<file path="src/rtl/pp_bank_writer.sv">
`default_nettype none
// ============================================================================
//  Module   : pp_bank_writer (with package top_pkg)
//  Purpose  : Write-side sequencer for the attention ping-pong buffer. Each
//             accepted input beat of TOTAL_MODULES slices is serialised into
//             one port-A write per cycle on the active bank. A bank that holds
//             TOTAL_DEPTH words is marked full and handed to the consumer.
//             Writing then moves to the other bank. A bank is refilled only
//             after the consumer releases it with rd_release.
//  Ports    : clk, rst_n (synchronous, active-low)
//             in_valid / in_ready / in_data      input beat handshake
//             bank{0,1}_ena/_wea/_addra/_dina   registered port-A writes
//             bank_full[1:0]                    bank b readable by consumer
//             rd_release[1:0]                   consumer done with bank b
//             active_bank_wr                    bank currently being filled
//             err                               sticky protocol error
//  Options  : PP_WR_ERR_CHECK_EN -- when defined, builds the protocol checker
//             that drives err. Otherwise err is tied to 0.
//  Revision : 1.0 - initial release
// ============================================================================

package top_pkg;
   localparam int TOP_CHUNK_SIZE = 4;
endpackage

module pp_bank_writer #(
   parameter int WIDTH         = 16,
   parameter int NUM_CORES_A   = 2,
   parameter int NUM_CORES_B   = 1,
   parameter int TOTAL_MODULES = 4,
   parameter int COL_X         = 16,
   parameter int TOTAL_INPUT_W = 2,
   parameter int CHUNK_SIZE    = top_pkg::TOP_CHUNK_SIZE,
   parameter int MODULE_WIDTH  = WIDTH * CHUNK_SIZE * NUM_CORES_A * NUM_CORES_B,
   parameter int IN_WIDTH      = MODULE_WIDTH * TOTAL_MODULES,
   parameter int TOTAL_DEPTH   = COL_X * TOTAL_INPUT_W,
   parameter int ADDR_WIDTH    = $clog2(TOTAL_DEPTH)
) (
   input  logic                    clk,
   input  logic                    rst_n,
   input  logic                    in_valid,
   output logic                    in_ready,
   input  logic [IN_WIDTH-1:0]     in_data,
   output logic                    bank0_ena,
   output logic                    bank0_wea,
   output logic [ADDR_WIDTH-1:0]   bank0_addra,
   output logic [MODULE_WIDTH-1:0] bank0_dina,
   output logic                    bank1_ena,
   output logic                    bank1_wea,
   output logic [ADDR_WIDTH-1:0]   bank1_addra,
   output logic [MODULE_WIDTH-1:0] bank1_dina,
   output logic [1:0]              bank_full,
   input  logic [1:0]              rd_release,
   output logic                    active_bank_wr,
   output logic                    err
);

   localparam int                    K_WIDTH   = (TOTAL_MODULES > 1) ? $clog2(TOTAL_MODULES) : 1;
   localparam logic [K_WIDTH-1:0]    K_LAST    = K_WIDTH'(TOTAL_MODULES - 1);
   localparam logic [ADDR_WIDTH-1:0] ADDR_LAST = ADDR_WIDTH'(TOTAL_DEPTH - 1);

   localparam logic [1:0] S_IDLE  = 2'd0;
   localparam logic [1:0] S_SER   = 2'd1;
   localparam logic [1:0] S_STALL = 2'd2;

   generate
      if ((TOTAL_DEPTH % TOTAL_MODULES) != 0) begin : g_depth_check
         $error("pp_bank_writer: TOTAL_DEPTH must be a multiple of TOTAL_MODULES");
      end
   endgenerate

   logic [1:0]              state;
   logic [K_WIDTH-1:0]      k;
   logic [ADDR_WIDTH-1:0]   wr_ptr;       // address written this cycle while in SER
   logic [IN_WIDTH-1:0]     data_sr;      // slice k sits in the low MODULE_WIDTH bits
   logic [IN_WIDTH-1:0]     data_shifted;
   logic                    accept;
   logic                    last_slice;
   logic                    bank_done;
   logic                    other_bank;
   logic [1:0]              full_next;
   logic                    wr_en_next;
   logic [ADDR_WIDTH-1:0]   wr_addr_next;
   logic [MODULE_WIDTH-1:0] wr_data_next;

   assign in_ready     = rst_n && (state == S_IDLE) && !bank_full[active_bank_wr];
   assign accept       = in_valid && in_ready;
   assign data_shifted = data_sr >> MODULE_WIDTH;
   assign last_slice   = (state == S_SER) && (k == K_LAST);
   assign bank_done    = last_slice && (wr_ptr == ADDR_LAST);
   assign other_bank   = ~active_bank_wr;

   // A release and a fill completing on the other bank in the same cycle must
   // both land. Clearing an already-clear bit is harmless, so a bad release
   // has no effect on bank_full.
   always_comb begin
      full_next = bank_full & ~rd_release;
      if (bank_done) begin
         full_next[active_bank_wr] = 1'b1;
      end
   end

   // Next-cycle write. The bank outputs are registered, so the write for
   // cycle T+1 is prepared here at edge T. Slice 0 comes straight from the
   // input beat and later slices come from the shift register.
   always_comb begin
      wr_en_next   = 1'b0;
      wr_addr_next = '0;
      wr_data_next = '0;
      if (accept) begin
         wr_en_next   = 1'b1;
         wr_addr_next = wr_ptr;
         wr_data_next = in_data[MODULE_WIDTH-1:0];
      end else if ((state == S_SER) && !last_slice) begin
         wr_en_next   = 1'b1;
         wr_addr_next = wr_ptr + 1'b1;
         wr_data_next = data_shifted[MODULE_WIDTH-1:0];
      end
   end

   always_ff @(posedge clk) begin
      if (!rst_n) begin
         state          <= S_IDLE;
         k              <= '0;
         wr_ptr         <= '0;
         bank_full      <= 2'b00;
         active_bank_wr <= 1'b0;
         bank0_ena      <= 1'b0;
         bank0_wea      <= 1'b0;
         bank0_addra    <= '0;
         bank0_dina     <= '0;
         bank1_ena      <= 1'b0;
         bank1_wea      <= 1'b0;
         bank1_addra    <= '0;
         bank1_dina     <= '0;
      end else begin
         bank_full   <= full_next;

         bank0_ena   <= wr_en_next && !active_bank_wr;
         bank0_wea   <= wr_en_next && !active_bank_wr;
         bank0_addra <= active_bank_wr ? '0 : wr_addr_next;
         bank0_dina  <= active_bank_wr ? '0 : wr_data_next;
         bank1_ena   <= wr_en_next && active_bank_wr;
         bank1_wea   <= wr_en_next && active_bank_wr;
         bank1_addra <= active_bank_wr ? wr_addr_next : '0;
         bank1_dina  <= active_bank_wr ? wr_data_next : '0;

         case (state)
            S_IDLE: begin
               if (accept) begin
                  data_sr <= in_data;
                  k       <= '0;
                  state   <= S_SER;
               end
            end
            S_SER: begin
               data_sr <= data_shifted;
               if (!last_slice) begin
                  k      <= k + 1'b1;
                  wr_ptr <= wr_ptr + 1'b1;
               end else if (bank_done) begin
                  k              <= '0;
                  wr_ptr         <= '0;
                  active_bank_wr <= other_bank;
                  state          <= full_next[other_bank] ? S_STALL : S_IDLE;
               end else begin
                  k      <= '0;
                  wr_ptr <= wr_ptr + 1'b1;
                  state  <= S_IDLE;
               end
            end
            S_STALL: begin
               // Leave one cycle after the bank we now own has been released.
               if (!bank_full[active_bank_wr]) begin
                  state <= S_IDLE;
               end
            end
            default: state <= S_IDLE;
         endcase
      end
   end

`ifdef PP_WR_ERR_CHECK_EN
   // valid_pending: in_valid was high last cycle without a handshake, so a
   // low in_valid now means the producer withdrew an offered beat.
   logic valid_pending;

   always_ff @(posedge clk) begin
      if (!rst_n) begin
         err           <= 1'b0;
         valid_pending <= 1'b0;
      end else begin
         valid_pending <= in_valid && !in_ready;
         if (((rd_release & ~bank_full) != 2'b00) || (valid_pending && !in_valid)) begin
            err <= 1'b1;
         end
      end
   end
`else
   assign err = 1'b0;
`endif

endmodule

`default_nettype wire
</file>
<file path="config.mk">
export PLATFORM = sky130hd
export DESIGN_NAME = pp_bank_writer
export DESIGN_NICKNAME = d
export VERILOG_FILES = /design/src/rtl/pp_bank_writer.sv
export SDC_FILE = /design/constraint.sdc
export NUM_CORES = 1
export LEC_CHECK = 0
export BUFFER_PORTS_ARGS = -buffer_cell sky130_fd_sc_hd__buf_2
export CORE_AREA = 2 2 306 308
export DETAILED_ROUTE_END_ITERATION = 16
export DIE_AREA = 0 0 308 310
export MAX_ROUTING_LAYER = met4
export REMOVE_ABC_BUFFERS = 1
export SYNTH_ARGS = -nofsm -noshare
export SYNTH_HDL_FRONTEND = slang
export SYNTH_SLANG_ARGS = --single-unit
</file>
<file path="constraint.sdc">
create_clock -name clk -period 65.1 [get_ports clk]
set_input_delay 16.275 -clock clk [delete_from_list [all_inputs] [get_ports clk]]
set_output_delay 16.275 -clock clk [all_outputs]
set_load 0.01 [all_outputs]
</file>
==> flow_metrics.tcl <==
set metrics [dict create \
    status "complete, no violations" \
    maximum_vdd_drop_uv 20.2 \
    globalRouteOverflowTotal 0 \
    layout-drive-gt1-share 0.313 \
    yosys.area.top_type_share 0.476 \
    finalNetCount 3440 \
    fp.dieArea_um2 95500 \
    layout_min_cycle_time_ns 33.48 \
    synthesis.yosys.warnings 0 \
    power.share.sequential 0.491 \
    power.share.switching 0.234 \
    reg2reg_depth 7 \
    max_cap_violations 0 \
    fin_skew_ns 0.0291 \
    htreeDepth 3 \
    power_per_cell_area_nw_per_um2 30.9 \
    mapped_avg_cell_area_um2 11.1 \
    io_pins 792 \
    fmaxAchievable_mhz 29.9 \
    grt_start_max_net_pins 138 \
    cellInternalPower_w 0.000750 \
    total_leakage_power_nw 14.0 \
    core_area_um2 92500 \
    synth.yosys.seq_area_share 0.707 \
    cts.sinks 664 \
    synth.ff_latch_count 664 \
    post_cts.resized_instances 0 \
    gr-usage-all-layers 0.149 \
    routedWlPerCell_um 17.4 \
    crit_arrival_ns 17.20 \
    crit_top_cell "sky130_fd_sc_hd__buf_2" \
    cts-root-buf "sky130_fd_sc_hd__clkbuf_16" \
    cts_buffer_depth 3 \
    grt_setup_unrepaired "false" \
    worst_setup_hold_path_clk_slew_ns 0.05 \
    met3_track_demand_over_resource_in_global_routing 0.0394 \
    synth.distinct_cells 39 \
    numCtsBuffers 74 \
    start_util 0.262 \
    post-synth-top-area-cell "sky130_fd_sc_hd__edfxtp_1" \
    synthCells 2185 \
    timing.critical_path.cells "buf_2 > nand2b_1 > nor3b_1 > buf_2" \
    kind_of_start_point_of_the_critical_path "input port" \
    net-switching-power_w 0.000229 \
    netlist_area_um2 24200 \
    setup_viol_count_final 0 \
    totalNegativeSetupSlack_ns 0 \
    tritoncts_clock_tree "built" \
    first_pass_grt_wire_length_um 105000 \
    critPathSlowestCell "sky130_fd_sc_hd__nor3b_1" \
    critPathRequiredTime_ns 48.82 \
    use_met1 0.169 \
    layout_worst_path_cycle_share 0.514 \
    syn2layout_area_growth_pct 30.7 \
    worst_setup_path_end_kind "output port" \
    critPathKind "in -> out" \
    layout.cells.most_common "sky130_fd_sc_hd__buf_2" \
    dr_total_vias 18200 \
    grt_most_used_layer "met2" \
    place_hpwl_um 49300 \
    cts_setup_buffers 0 \
    clkLatencyLatePin_ns 0.64 \
    grt_use_met2 0.245 \
    critical_path.max_stage_delay_ns 0.34 \
    antenna_found_initial 27 \
    drt-pass1-iter-count 7 \
    worstMarginPinSlew_ns 0.999 \
    critPathBufInv 2 \
    final_hold_viol_count 0 \
    dieHeight_um 310 \
    placedCellCount 4041 \
    slew_viol_final 0 \
    synth_top_cells_by_area "sky130_fd_sc_hd__edfxtp_1 (48%), sky130_fd_sc_hd__dfxtp_1 (23%), sky130_fd_sc_hd__nand2_1 (12%)" \
    portBuffers 790 \
    drt.antenna.violating_nets 0 \
    holdBufCountCts 0 \
    drc_errors 0 \
    path_delay_family "simple AND/OR/NAND/NOR gates" \
    total_wirelength_um 73100 \
    combinationalPowerShare 0.082 \
    max_slew_margin 0.334 \
    whs_path_depth 2 \
    worstSetupPathDepth 4 \
    vias_per_cell 4.32 \
    clkPwrFrac 0.427 \
    fp.dieW_um 308 \
    first_global_vias 17500 \
    worst_hold_path_type "reg -> reg" \
    row_count 112 \
    stdcell_count 4203 \
    first_iter_violations 1350 \
    crit_path_max_fanout 9 \
    place.gp.congestion 0.800 \
    final_cell_mix "sky130_fd_sc_hd__buf_2 (790), sky130_fd_sc_hd__nand2_1 (775), sky130_fd_sc_hd__edfxtp_1 (384)" \
]
## worst register-to-register path: cells and delay by family, from the launching register on
kind,cells,cell delay (ns)
mux,1,0.42
compound gates,1,0.19
flops,1,0.60
simple gates,1,0.10
buf+inv,4,3.04
## logic make-up (layout without fill, tap and decap cells)
kind of cell / Yosys count / count (layout) / synth area share
AOI/OAI and AO/OA: 157 / 157 / 0.0539
adders and majority gates: 3 / 3 / 0.00155
buffers and inverters: 159 / 954 / 0.0325
DFF: 664 / 664 / 0.707
muxes: 2 / 2 / 0.000981
other: 1 / 27 / 0.000155
and+or+nand+nor: 1199 / 1199 / 0.204
## synth_stat cells
cell,n
sky130_fd_sc_hd__nand2_1,776
sky130_fd_sc_hd__edfxtp_1,384
sky130_fd_sc_hd__dfxtp_1,280
sky130_fd_sc_hd__nor2_1,263
sky130_fd_sc_hd__a32oi_1,130
sky130_fd_sc_hd__and2_1,129
sky130_fd_sc_hd__buf_2,78
sky130_fd_sc_hd__clkbuf_1,58
sky130_fd_sc_hd__a21oi_1,17
sky130_fd_sc_hd__buf_4,13
sky130_fd_sc_hd__nand2b_1,8
sky130_fd_sc_hd__buf_6,6
sky130_fd_sc_hd__inv_1,4
sky130_fd_sc_hd__nand3_1,4
sky130_fd_sc_hd__ha_1,3
sky130_fd_sc_hd__nand3b_1,3
sky130_fd_sc_hd__nor3_1,3
sky130_fd_sc_hd__nand4_1,2
sky130_fd_sc_hd__nor4b_1,2
sky130_fd_sc_hd__o21ai_0,2
sky130_fd_sc_hd__or3b_1,2
sky130_fd_sc_hd__a211o_1,1
sky130_fd_sc_hd__a211oi_1,1
sky130_fd_sc_hd__a21o_1,1
sky130_fd_sc_hd__a221oi_2,1
sky130_fd_sc_hd__a31oi_1,1
sky130_fd_sc_hd__and3_1,1
sky130_fd_sc_hd__and4bb_1,1
sky130_fd_sc_hd__conb_1,1
sky130_fd_sc_hd__mux2i_1,1
sky130_fd_sc_hd__mux2i_2,1
sky130_fd_sc_hd__nor2b_1,1
sky130_fd_sc_hd__nor3b_1,1
sky130_fd_sc_hd__nor3b_4,1
sky130_fd_sc_hd__nor4bb_1,1
sky130_fd_sc_hd__o21a_1,1
sky130_fd_sc_hd__o311a_1,1
sky130_fd_sc_hd__o32ai_1,1
sky130_fd_sc_hd__or3_1,1
## power by group through the flow
stage | sequential [W] | combinational (W) | clock (W)
after floorplan | 0.000498 | 0.0000511 | 0
after global placement | 0.000489 | 0.0000804 | 0
after detailed placement | 0.000489 | 0.0000821 | 0
after CTS | 0.000481 | 0.0000823 | 0.000430
after global routing | 0.000482 | 0.0000910 | 0.000446
final | 0.000480 | 0.0000803 | 0.000418
## per-layer routing
layer  vias to the layer above  share of wire
met2                       686           0.50
met3                       119          0.077
li1                       8843              -
met5                         -              0
met4                         0          0.031
met1                      8502           0.39
## sequential cells by signal (all words and copies together) (netlist names), 2 cells and up
register / count
wr_ptr: 5
bank1_addra: 5
bank1_dina: 128
bank0_addra: 5
state: 2
k: 2
bank_full: 2
bank0_dina: 128
data_sr: 384
## worst paths after layout
kind	start	endpoint	slack (ns)
setup / recovery	rst_n	in_ready	31.62
hold / removal	wr_ptr[4]	wr_ptr[4]	0.48
setup reg to reg	active_bank_wr	data_sr[271]	60.36
hold reg to reg	wr_ptr[4]	wr_ptr[4]	0.48
## area by class of cell
cell class,instances,area (µm²)
clock inverter,27,260
inverter,4,15.0
timing repair buffer,814,4150
antenna,26,65.1
sequential,664,17100
fill,9447,60800
tap,1197,1500
multi-input combinational,1362,6350
clock buffer,109,2190
## stage by stage
| step | total power, W | setup slack (ns) | cell area (µm²) | util | hold slack [ns] |
|---|---|---|---|---|---|
| floorplan | 0.000549 | 31.52 | 23500 | - | 0.449 |
| global placement | 0.000569 | 31.63 | 29100 | 0.315 | 0.458 |
| detailed placement | 0.000572 | 31.64 | 29100 | 0.315 | 0.469 |
| CTS | 0.000993 | 31.63 | 31600 | 0.342 | 0.477 |
| global route | 0.00102 | 31.56 | 31700 | 0.342 | 0.503 |
| finish | 0.000979 | 31.62 | 31700 | 0.342 | 0.480 |
No activity file was read; power rests on OpenSTA's default activity.
